==> src/rtl/microsequencer.sv <==
// rtl/microsequencer.sv - SAP-1.5 fetch/decode/execute microstep sequencer
// Turns the IR opcode and ALU flags into the per-cycle control word.
module microsequencer (
  input  logic       clk,
  input  logic       reset,
  input  logic [3:0] opcode,
  input  logic       flag_carry,
  input  logic       flag_zero,
  output logic       oe_pc,
  output logic       pc_enable,
  output logic       pc_load,
  output logic       load_mar,
  output logic       oe_ram,
  output logic       ram_we,
  output logic       load_ir,
  output logic       oe_ir,
  output logic       load_a,
  output logic       oe_a,
  output logic       load_b,
  output logic       oe_alu,
  output logic       subtract,
  output logic       flag_enable,
  output logic       load_out,
  output logic [2:0] microstep,
  output logic       halted
);

  localparam logic [2:0] T0 = 3'd0;
  localparam logic [2:0] T1 = 3'd1;
  localparam logic [2:0] T2 = 3'd2;
  localparam logic [2:0] T3 = 3'd3;
  localparam logic [2:0] T4 = 3'd4;

  localparam logic [3:0] OP_LDA = 4'b0001;
  localparam logic [3:0] OP_ADD = 4'b0010;
  localparam logic [3:0] OP_SUB = 4'b0011;
  localparam logic [3:0] OP_STA = 4'b0100;
  localparam logic [3:0] OP_LDI = 4'b0101;
  localparam logic [3:0] OP_JMP = 4'b0110;
  localparam logic [3:0] OP_JC  = 4'b0111;
  localparam logic [3:0] OP_JZ  = 4'b1000;
  localparam logic [3:0] OP_OUT = 4'b1110;
  localparam logic [3:0] OP_HLT = 4'b1111;

  logic [2:0] microstep_q, microstep_d;
  logic       halted_q, halted_d;
  logic       last_step;

  always_comb begin
    oe_pc       = 1'b0;
    pc_enable   = 1'b0;
    pc_load     = 1'b0;
    load_mar    = 1'b0;
    oe_ram      = 1'b0;
    ram_we      = 1'b0;
    load_ir     = 1'b0;
    oe_ir       = 1'b0;
    load_a      = 1'b0;
    oe_a        = 1'b0;
    load_b      = 1'b0;
    oe_alu      = 1'b0;
    subtract    = 1'b0;
    flag_enable = 1'b0;
    load_out    = 1'b0;
    last_step   = 1'b0;

    // Opcode is only trusted from T2 on; during T0/T1 the IR holds the old instruction.
    if (!reset && !halted_q) begin
      case (microstep_q)
        T0: begin
          oe_pc    = 1'b1;
          load_mar = 1'b1;
        end
        T1: begin
          oe_ram    = 1'b1;
          load_ir   = 1'b1;
          pc_enable = 1'b1;
        end
        T2: begin
          case (opcode)
            OP_LDA, OP_ADD, OP_SUB, OP_STA: begin
              oe_ir    = 1'b1;
              load_mar = 1'b1;
            end
            OP_LDI: begin
              oe_ir     = 1'b1;
              load_a    = 1'b1;
              last_step = 1'b1;
            end
            OP_JMP: begin
              oe_ir     = 1'b1;
              pc_load   = 1'b1;
              last_step = 1'b1;
            end
            OP_JC: begin
              oe_ir     = 1'b1;
              pc_load   = flag_carry;
              last_step = 1'b1;
            end
            OP_JZ: begin
              oe_ir     = 1'b1;
              pc_load   = flag_zero;
              last_step = 1'b1;
            end
            OP_OUT: begin
              oe_a      = 1'b1;
              load_out  = 1'b1;
              last_step = 1'b1;
            end
            default: last_step = 1'b1;
          endcase
        end
        T3: begin
          case (opcode)
            OP_LDA: begin
              oe_ram    = 1'b1;
              load_a    = 1'b1;
              last_step = 1'b1;
            end
            OP_ADD, OP_SUB: begin
              oe_ram = 1'b1;
              load_b = 1'b1;
            end
            OP_STA: begin
              oe_a      = 1'b1;
              ram_we    = 1'b1;
              last_step = 1'b1;
            end
            default: last_step = 1'b1;
          endcase
        end
        T4: begin
          if (opcode == OP_ADD || opcode == OP_SUB) begin
            oe_alu      = 1'b1;
            load_a      = 1'b1;
            flag_enable = 1'b1;
            subtract    = (opcode == OP_SUB);
          end
          last_step = 1'b1;
        end
        default: last_step = 1'b1;
      endcase
    end
  end

  always_comb begin
    microstep_d = microstep_q;
    halted_d    = halted_q;
    if (reset) begin
      microstep_d = T0;
      halted_d    = 1'b0;
    end else if (halted_q) begin
      microstep_d = T0;
    end else if (last_step) begin
      microstep_d = T0;
      if (microstep_q == T2 && opcode == OP_HLT) begin
        halted_d = 1'b1;
      end
    end else begin
      microstep_d = microstep_q + 3'd1;
    end
  end

  always_ff @(posedge clk) begin
    if (reset) begin
      microstep_q <= T0;
      halted_q    <= 1'b0;
    end else begin
      microstep_q <= microstep_d;
      halted_q    <= halted_d;
    end
  end

  assign microstep = microstep_q;
  assign halted    = halted_q;

endmodule

==> config.mk <==
export PLATFORM = sky130hd
export DESIGN_NAME = microsequencer
export DESIGN_NICKNAME = d
export VERILOG_FILES = /design/src/rtl/microsequencer.sv
export SDC_FILE = /design/constraint.sdc
export NUM_CORES = 1
export LEC_CHECK = 0
export ABC_CLOCK_PERIOD_IN_PS = 3100
export CORE_AREA = 2 2 39 41
export DETAILED_ROUTE_END_ITERATION = 10
export DIE_AREA = 0 0 41 43
export PLACE_DENSITY = 0.79
export SYNTH_ARGS = -nofsm -noshare
export SYNTH_HDL_FRONTEND = slang
export SYNTH_SLANG_ARGS = --single-unit
export TNS_END_PERCENT = 20
==> constraint.sdc <==
create_clock -name clk -period 3.1 [get_ports clk]
set_clock_uncertainty 0.05 [all_clocks]
set_input_delay 0.775 -clock clk [delete_from_list [all_inputs] [get_ports clk]]
set_output_delay 0.775 -clock clk [all_outputs]
set_load 0.005 [all_outputs]
## Word-level counts from Yosys, hierarchy flattened

Index checks and enable logic that the tools add are counted.

- $add $sub $neg: 1
- Equal/unequal tests: 14
- Multiplexer cells: 44
- Reductions and logical operators: 12

Operator list:

| kind | number |
|---|---|
| $mux 1 | 38 |
| $eq 4x3->1 const B | 4 |
| $eq 4x4->1 const B | 3 |
| $pmux 1 s3 | 3 |
| $eq 4x2->1 const B | 2 |
| $reduce_or 8->1 | 1 |
| $eq 3x2->1 const B | 2 |
| $pmux 1 s2 | 3 |
| $reduce_or 3->1 | 2 |
| $eq 4x1->1 const B | 1 |
| $reduce_or 2->1 | 2 |
| $reduce_or 4->1 | 1 |
| $add 3x1->3 const B | 1 |
| $eq 3x1->1 const B | 1 |
| $eq 3x3->1 const B | 1 |
| $logic_not 3->1 | 1 |
| $logic_and 1x1->1 | 2 |
| $logic_not 1->1 | 2 |
| $logic_or 1x1->1 | 1 |

- Register bits after elaboration: 4
- Input port bits: 8
- Logic and storage cells: 73

## Logic depth before layout (Yosys ltp)

Gate-level depths: netlist (run 1).

- Depth after elaboration: 7
- Mapped depth: 5

## Least setup slack after synthesis (run 1)

No wires, ideal clock.

- Path type: input -> output
- From: input port reset
- To: output port ram_we
- Arrival: 1639 ps
- Setup slack: 636 ps
- Cell stages on the path: 2
- Path buffers: 0
- Cell sequence: or4b_4 nor4b_1

- Longest elaborated chain between the ends: 3

Ends and longest elaborated chain:

| element | RTL line | RTL |
|---|---|---|
| start: declaration | 5 | `input logic reset,` |
| $logic_not 1->1 | 68 | `if (!reset && !halted_q) begin` |
| $logic_and 1x1->1 | 68 |  |
| $mux 1 | 68 |  |
| end: declaration | 14 | `output logic ram_we,` |

Every way passes these cells.

## Worst setup path after layout (run 1)

- From: input port opcode[1]
- To: output port load_mar

- Longest elaborated chain between the ends: 5
- Elaborated cells on any way between the ends: 8
- Those cells by class: 4 x eq/ne; 3 x mux; 1 x reduce/logical

Ends and longest elaborated chain:

| element | RTL line | RTL |
|---|---|---|
| start: declaration | 6 | `input logic [3:0] opcode,` |
| $eq 4x2->1 (tied with other cells) | 80 | `case (opcode)` |
| $reduce_or 4->1 * | 80 |  |
| $mux 1 * | 80 |  |
| $pmux 1 s2 * | 69 | `case (microstep_q)` |
| $mux 1 * | 68 |  |
| end: declaration | 12 | `output logic load_mar,` |

Every way passes the cells marked *; elsewhere a longest branch is shown, timed or not.

==> results of run 1 <==
where the power goes:
part | switching [W] | leakage, nW | internal (W) | total, W
combinational | 0.000123 | 0.435 | 0.000157 | 0.000280
sequential | 0.0000153 | 0.0327 | 0.0000661 | 0.0000814
clock | 0.0000214 | 0.0138 | 0.0000433 | 0.0000648
kinds of logic (layout without fill, tap and decap cells):
| group | after synthesis | after routing | share of synthesized area, % |
|---|---|---|---|
| AO/OA/AOI/OAI | 14 | 14 | 20.8 |
| XOR/XNOR | 1 | 1 | 1.69 |
| adder cells (fa/ha/maj) | 5 | 5 | 12.1 |
| buffers and inverters | 10 | 51 | 8.94 |
| flip-flops | 4 | 4 | 15.5 |
| AND/OR/NAND/NOR | 35 | 35 | 41.1 |
cells in the mapped netlist:
library cell | n | area, um^2
nand2b_1 | 2 | 12.5
inv_1 | 5 | 18.8
and3_1 | 2 | 12.5
nor3b_2 | 1 | 12.5
nand4_1 | 2 | 12.5
nor4bb_1 | 1 | 10.0
o311a_1 | 1 | 10.0
and3b_1 | 1 | 8.76
clkbuf_1 | 2 | 7.51
nand3_1 | 1 | 5.00
dfxtp_1 | 4 | 80.1
nor4_1 | 1 | 6.26
a211oi_1 | 2 | 15.0
a21boi_0 | 1 | 7.51
or4b_4 | 1 | 13.8
a31oi_1 | 1 | 6.26
and2_1 | 1 | 6.26
nand3b_1 | 1 | 7.51
buf_2 | 1 | 5.00
nor4b_1 | 3 | 26.3
o21a_1 | 2 | 15.0
ha_1 | 5 | 62.6
xor2_1 | 1 | 8.76
o211ai_1 | 1 | 7.51
buf_4 | 2 | 15.0
nor3_1 | 7 | 35.0
o32a_1 | 1 | 10.0
or3_1 | 1 | 6.26
o211a_1 | 1 | 10.0
nand2_1 | 2 | 7.51
o21ai_0 | 2 | 10.0
a2111o_1 | 1 | 11.3
nor2_1 | 8 | 30.0
a21oi_1 | 1 | 5.00
routing by layer:
metal	global-route usage, %	vias to the layer above	part of all wire, %
met2	39.1	15	57
met3	0	0	3.4
met5	0	-	0
li1	-	343	-
met1	28.8	336	40
met4	8.00	0	0
final timing paths:
check | endpoint | slack, ps | depth (start not counted)
worst min-delay path | microstep[0]$_SDFF_PP0_ | 490 | 1
worst min register to register | microstep[0]$_SDFF_PP0_ | 490 | 1
worst max-delay path | load_mar | -160 | 6
worst max register to register | microstep[0]$_SDFF_PP0_ | 1050 | 6
registers in the layout, indices dropped and copies added, names as in the netlist:
name,count
microstep,3
halted,1
layout make-up:
cell class	instances	area share [%]
multi-input combinational	55	45.1
timing repair buffer	43	40.3
sequential	4	8.29
clock buffer	3	2.33
tap	16	2.07
inverter	5	1.94
placed cells by master (no fill, tap or decap), types with 4 or more instances in the layout:
master           netlist  layout
inv_1                  5       5
nor3_1                 7       6
ha_1                   5       5
nor2_1                 8       6
clkdlybuf4s50_1        0      15
dlygate4sd2_1          0       8
buf_4                  2      16
dfxtp_1                4       4
through the flow:
step	worst slack, ps	hold slack, ps
after floorplan	636	451
after global placement	-317	462
after detailed placement	-371	475
after CTS	-161	496
after global routing	-233	514
final	-161	488
timing repair:
action / CTS / global route
hold buffers: 0 / 0
buffers inserted: 0 / 1
pin swaps: 0 / 3
setup endpoints to repair: 13 / 10
resized for setup: 15 / 6
==> flow_summary.json, run 1 <==
{
  "status": "finished with violations",
  "violations": "negative setup slack",
  "dr.first_iter.drc_count": 12,
  "synth_warnings": 0,
  "max_freq_mhz": 307,
  "drv_cap": 0,
  "final-setup-viol-count": 4,
  "final_layout_size_suffix_gt1_share_pct": 26.4,
  "finalCritPeriodShare_pct": 105,
  "layout.area.seq_um2": 80.1,
  "worstHoldPathType": "reg2reg",
  "worst_pin_slew_ps": 369,
  "p_leak_nw": 0.482,
  "layout_setup_ws_ps": -161,
  "totalWireLength_mm": 1.79,
  "nFillCells": 123,
  "cts.sinks": 4,
  "ios": 27,
  "overflow": 0,
  "rows": 14,
  "clock_path_buffers": 2,
  "synth-seq-area-share_pct": 15.5,
  "slowest_stage": "clkdlybuf4s50_1",
  "setup-tns-final_ps": -434,
  "track_usage_pct": 22.7,
  "portBuffers": 26,
  "worstSkewPairLatency_ps": 230,
  "floorplan.initialDensity_pct": 37.4,
  "power_w": 0.000426,
  "design_area_um2": 966,
  "multi_input_area_um2": 435,
  "antenna_found_initial": 0,
  "hpwl_mm": 1.31,
  "power_density_mw_per_mm2": 441,
  "ant_nets": 0,
  "fin_cells": 126,
  "core_area_mm2": 0.00138,
  "cp-end-kind": "primary output",
  "cts.htree.levels": 1,
  "vias": 694,
  "critPathKind": "in2out",
  "crit_chain": "clkdlybuf4s50_1, buf_4, o21a_1, nor4b_2, o21a_1, clkdlybuf4s50_1",
  "placedCellCount": 122,
  "worst-path-buf-inv": 3,
  "peakVddDrop_mv": 0.432,
  "grt_pass1_vias": 642,
  "die-area_mm2": 0.00176,
  "synth_seq_cells": 4,
  "drt-vias-per-instance": 5.51,
  "relSlewSlack_pct": 75.4,
  "cp-start-kind": "primary input",
  "syn_area_per_cell_um2": 7.51,
  "firstDrtPassIters": 4,
  "rsz0062_at_grt": "true",
  "grt_first_pass_wirelength_mm": 2.78,
  "crit_fanout": 5,
  "post_dp_cell_area_um2": 891,
  "hold_viol": 0,
  "gp_congestion": 0.849,
  "synth_fp_nets": 82,
  "worst_ep_required_time_ps": 2270,
  "period_minus_slack_ps": 3260,
  "area_growth_pct": 86.5,
  "ys_types": 34,
  "final_nets": 125,
  "fp.dieW_um": 41,
  "diodes": 0,
  "critPathTopFamily": "buffers and inverters",
  "holdCritStartpoint": "microstep[0]$_SDFF_PP0_",
  "path_clk_slew_ps": 40,
  "synth_cells": 69,
  "crit_start": "opcode[1]",
  "root_buffer": "clkbuf_4",
  "slowest_delay_ps": 490,
  "cts-buffers-inserted": 3,
  "die_h_um": 43,
  "grt_max_degree": 12,
  "post-route-drc-count": 0,
  "routedWlPerCell_um": 14.2,
  "fin_util_pct": 69.8,
  "cp.arrival_ps": 2440,
  "netlist_area_um2": 518,
  "reg2reg_from": "microstep[0]$_SDFF_PP0_",
  "cts_tree": "built",
  "finalMaxSlewViolations": 0
}
Note: power is estimated with default switching activity, not from simulation.
==> run 2: changes to the inputs <==
- CORE_AREA: 2 2 39 41 -> 5 5 42 44
- DIE_AREA: 0 0 41 43 -> 0 0 47 49
==> flow_summary.json, run 2 (synthesis gave the netlist of run 1 again) <==
{
  "root_buffer": "clkbuf_4",
  "hold_viol": 0,
  "crit_chain": "dlygate4sd2_1, buf_4, o21a_1, nor4b_2, o21a_1, clkdlybuf4s50_1",
  "cp-start-kind": "primary input",
  "p_leak_nw": 0.463,
  "slowest_stage": "clkdlybuf4s50_1",
  "clockPowerShare_pct": 14.1,
  "hpwl_mm": 1.34,
  "cts.htree.levels": 1,
  "hold-worst-slack_ps": 469,
  "post-route-drc-count": 0,
  "sw_frac_of_total_pct": 37.3,
  "grt_first_pass_wirelength_mm": 3.26,
  "final_nets": 129,
  "rsz0062_at_grt": "true",
  "hold_depth": 1,
  "drt-vias-per-instance": 5.58,
  "ant_nets": 0,
  "totalWireLength_mm": 1.95,
  "seq_power_share_pct": 18.5,
  "layout.area.seq_um2": 80.1,
  "grt_busiest_layer": "met2",
  "firstDrtPassIters": 4,
  "worst-path-buf-inv": 3,
  "period_minus_slack_ps": 3080,
  "worstSkewPairLatency_ps": 230,
  "diodes": 0,
  "gr-usage-met2_pct": 32.6,
  "nFillCells": 123,
  "finalCritPeriodShare_pct": 99.3,
  "multi_input_area_um2": 432,
  "placedCellCount": 124,
  "status": "finished, final reports clean",
  "overflow": 0,
  "post_dp_cell_area_um2": 906,
  "rows": 14,
  "cts-buffers-inserted": 3,
  "crit_top_cell": "o21a_1",
  "cts.sinks": 4,
  "clock_path_buffers": 2,
  "switchingPower_w": 0.000164,
  "final_layout_size_suffix_gt1_share_pct": 28.9,
  "die-area_mm2": 0.00230,
  "core_area_mm2": 0.00140,
  "gp_congestion": 0.864,
  "slowest_delay_ps": 500,
  "peakVddDrop_mv": 0.432,
  "worstHoldPathType": "reg2reg",
  "reg2reg_from": "microstep[0]$_SDFF_PP0_",
  "reg2reg_depth": 6,
  "r2r_setup_slack_ps": 1110,
  "fin_cells": 130,
  "grt_util_met1_pct": 21.1,
  "power_density_mw_per_mm2": 442,
  "worst_pin_slew_ps": 365,
  "internal_power_w": 0.000275,
  "critPathTopFamily": "buffers and inverters",
  "cp.arrival_ps": 2250,
  "path_clk_slew_ps": 30,
  "antenna_found_initial": 0,
  "cts_tree": "built",
  "grt_pass1_vias": 722,
  "area_growth_pct": 91.5,
  "holdCritStartpoint": "microstep[0]$_SDFF_PP0_",
  "grt_max_degree": 10,
  "cp-end-kind": "primary output",
  "critPathKind": "in2out",
  "max_freq_mhz": 325,
  "portBuffers": 26,
  "final_cell_mix": "buf_4, clkdlybuf4s50_1, dlygate4sd2_1, nor2_1, nor3_1",
  "floorplan.initialDensity_pct": 37.0,
  "dr.first_iter.drc_count": 16,
  "comb_power_share_pct": 67.3,
  "drv_cap": 0,
  "design_area_um2": 992,
  "final_common_cell": "buf_4",
  "vias": 725,
  "routedWlPerCell_um": 15.0,
  "crit_fanout": 4,
  "holdPathEnd": "microstep[0]$_SDFF_PP0_",
  "ios": 27,
  "final-setup-viol-count": 0,
  "use_met3_pct": 3.32,
  "finalMaxSlewViolations": 0,
  "relSlewSlack_pct": 75.7,
  "die_h_um": 49,
  "worst_ep_required_time_ps": 2270,
  "fp.dieW_um": 47,
  "largest_reg_flops": 3,
  "track_usage_pct": 18.8,
  "rr_endpoint": "microstep[2]$_SDFF_PP0_"
}
## run 2: cell count changes in the layout (fill, tap and decap cells not counted), moves of 2 or more
cell,previous run,this run
nor4b_2,3,1
buf_4,16,19
clkdlybuf4s15_1,0,2
dlymetal6s2s_1,3,1
## run 2: what timing repair did
action / CTS / global route
pin swaps: 3 / 1
buffers inserted: 1 / 2
hold buffers: 0 / 0
endpoints found under the setup margin: 15 / 6
resized for setup: 21 / 5
## run 2: final cells by class
type,instances,area share (%)
inverters,5,1.89
multi-input cells,55,43.5
well taps,16,2.02
repair buffers,47,42.2
clock buffers,3,2.27
flip-flops and latches,4,8.07
## run 2: worst register-to-register path, stage by stage (launching register included)
cell and delay (ps):
dfxtp_1 390, ha_1 190, ha_1 240, or4b_4 500, buf_4 160, o32a_1 200, nor3_1 190
## run 2: per-stage QoR
step                      TNS, ps  total power (W)  setup WS [ps]  utilization (%)
after floorplan                 0         0.000224            636                -
after global placement      -2730         0.000351           -355             64.6
after detailed placement    -3220         0.000357           -350             64.6
after CTS                       0         0.000434           12.8             69.2
after global routing        -64.1         0.000479          -36.3             70.8
final                           0         0.000438           20.6             70.8
## run 2: power by group through the flow
stage,combinational (W),sequential [W],clock [W]
2_1_floorplan,0.000141,0.0000829,0
3_3_place_gp,0.000270,0.0000811,0
3_5_place_dp,0.000275,0.0000819,0
4_1_cts,0.000286,0.0000816,0.0000661
5_1_grt,0.000323,0.0000858,0.0000708
6_report,0.000295,0.0000812,0.0000620
## run 2: how the worst max path moves through the flow
stage               from  endpoint  slack (ps)  cells after the start
5_1_grt        opcode[0]  load_mar         -40                      6
3_3_place_gp   opcode[2]    load_a        -350                      5
2_1_floorplan      reset    ram_we         640                      2
6_report       opcode[0]  load_mar          20                      6
3_5_place_dp   opcode[2]    load_a        -350                      5
4_1_cts        opcode[0]  load_mar          10                      6
## run 2: per-layer routing
metal / share of wire, % / vias up
met5: 0 / -
met4: 0.92 / 0
met3: 5.4 / 2
met2: 52 / 25
met1: 42 / 344
li1: - / 354
==> run 3: changes to the inputs <==
- ABC_AREA: not set -> 1
- CORE_AREA: 5 5 42 44 -> 8 8 45 47
- DIE_AREA: 0 0 47 49 -> 0 0 53 55
- PLACE_DENSITY: 0.79 -> 0.77
==> flow_summary.json, run 3 <==
{
  "vias": 633,
  "portBuffers": 26,
  "crit_top_cell": "clkdlybuf4s50_1",
  "final_layout_size_suffix_gt1_share_pct": 22.0,
  "synth.area.top_cells": "dfxtp_1, nand2_1, ha_1",
  "cp-start-kind": "primary input",
  "hold_viol": 0,
  "synthTopCellsByCount": "nand2_1, nor2_1, inv_1",
  "final_common_cell": "nand2_1",
  "track_usage_pct": 10.8,
  "relSlewSlack_pct": 78.1,
  "synth-seq-area-share_pct": 16.2,
  "totalWireLength_mm": 1.54,
  "postCtsHoldBufs": 0,
  "synth_edf_count": 0,
  "drt-vias-per-instance": 4.72,
  "slowest_delay_ps": 530,
  "grt_pass1_vias": 635,
  "drv_cap": 0,
  "synthArstFlopShare_pct": 0,
  "diodes": 0,
  "synth_most_common_cell": "nand2_1",
  "power_density_mw_per_mm2": 471,
  "rsz0062_at_grt": "true",
  "worst_pin_slew_ps": 329,
  "overflow": 0,
  "syn_area_per_cell_um2": 6.01,
  "cts.sinks": 4,
  "die-area_mm2": 0.00292,
  "fp.dieW_um": 53,
  "place_ws_ps": -181,
  "root_buffer": "clkbuf_4",
  "synth_seq_cells": 4,
  "die_h_um": 55,
  "largest_reg_flops": 3,
  "post-route-drc-count": 0,
  "synth_warnings": 0,
  "hpwl_mm": 1.29,
  "p_leak_nw": 0.449,
  "peakVddDrop_mv": 0.352,
  "power_w": 0.000406,
  "cp-end-kind": "primary output",
  "final-setup-viol-count": 0,
  "grt_first_pass_wirelength_mm": 2.50,
  "grt_max_degree": 8,
  "setup-tns-final_ps": 0,
  "period_minus_slack_ps": 3070,
  "ys_types": 23,
  "cts.htree.levels": 1,
  "worstSkewPairLatency_ps": 230,
  "critPathKind": "in2out",
  "synth_top_flop_cell": "dfxtp_1",
  "layout_setup_ws_ps": 30.7,
  "yosysTopAreaCell": "dfxtp_1",
  "ant_nets": 0,
  "final_nets": 133,
  "crit_chain": "clkdlybuf4s50_1, nor2_2, nand2_1, nor4_2, clkdlybuf4s50_1",
  "r2r_setup_slack_ps": 1720,
  "fin_util_pct": 62.3,
  "synth_top_area_share_pct": 16.2,
  "ios": 27,
  "cts-buffers-inserted": 3,
  "finalCritPeriodShare_pct": 99.0,
  "rows": 14,
  "max_freq_mhz": 326,
  "slowest_stage": "clkdlybuf4s50_1",
  "area_growth_pct": 74.9,
  "floorplan.initialDensity_pct": 35.6,
  "synth_fp_nets": 95,
  "worstHoldPathType": "reg2reg",
  "cts_tree": "built",
  "firstDrtPassIters": 4,
  "dr.first_iter.drc_count": 8,
  "netlist_area_um2": 493,
  "synth_cells": 82,
  "crit_fanout": 4,
  "cts_setup_buffers": 0,
  "clock_path_buffers": 2,
  "worst_ep_required_time_ps": 2270,
  "routedWlPerCell_um": 11.5,
  "antenna_found_initial": 0,
  "cp.arrival_ps": 2240,
  "path_clk_slew_ps": 30,
  "finalMaxSlewViolations": 0,
  "status": "finished, final reports clean",
  "nFillCells": 131,
  "core_area_mm2": 0.00138,
  "gp_congestion": 0.827,
  "final_cell_mix": "nand2_1, clkdlybuf4s50_1, nor2_1, buf_4, inv_1"
}
[run 3: path summary, 6_finish.rpt]
kind	startpoint	end	cells after the start
worst max-delay path	reset	load_b	5
worst min-delay path	microstep[0]$_SDFF_PP0_	microstep[0]$_SDFF_PP0_	1
worst max register to register	microstep[0]$_SDFF_PP0_	microstep[1]$_SDFF_PP0_	8
worst min register to register	microstep[0]$_SDFF_PP0_	microstep[0]$_SDFF_PP0_	1
[run 3: routing by layer]
| metal | up-vias | GRT usage [%] | share of wire [%] |
|---|---|---|---|
| met5 | - | 0 | 0 |
| met4 | 0 | 3.88 | 0 |
| met3 | 0 | 3.21 | 6.6 |
| met2 | 17 | 21.1 | 52 |
| met1 | 280 | 10.5 | 42 |
| li1 | 336 | - | - |
[run 3: what timing repair did]
| action | 4_1_cts | 5_1_grt |
|---|---|---|
| hold endpoints to repair | 0 | 0 |
| gates resized for setup | 4 | 5 |
| setup endpoints to repair | 11 | 6 |
| pin swaps | 1 | 1 |
[run 3: area by class of cell]
type	count	area, um^2	share of cell area (%)
well taps	16	20.0	2.32
clock buffers	3	22.5	2.61
inverters	13	48.8	5.66
flip-flops and latches	4	80.1	9.29
multi-input cells	62	350	40.6
repair buffers	36	340	39.5
[run 3: stage by stage]
step	cell area (um^2)	std cells	hold WS, ps
after floorplan	493	82	408
after global placement	828	131	418
after detailed placement	828	131	421
after CTS	846	134	432
after global routing	862	134	470
final	862	134	423
[run 3: critical path: cells and delay by family]
| kind | cells | cell delay (ps) |
|---|---|---|
| buf+inv | 2 | 960 |
| simple gates | 3 | 500 |
[run 3: kinds of logic after synthesis]
group	count (synthesis)	synth area share [%]
compound gates	9	10.4
fa+ha+maj	5	12.7
buf+inv	16	14.0
flops	4	16.2
simple gates	48	46.7
[run 3: report_power, final]
part	switching (W)	internal, W	total (W)
sequential	0.0000149	0.0000662	0.0000811
clock	0.0000182	0.0000431	0.0000613
combinational	0.000133	0.000131	0.000263
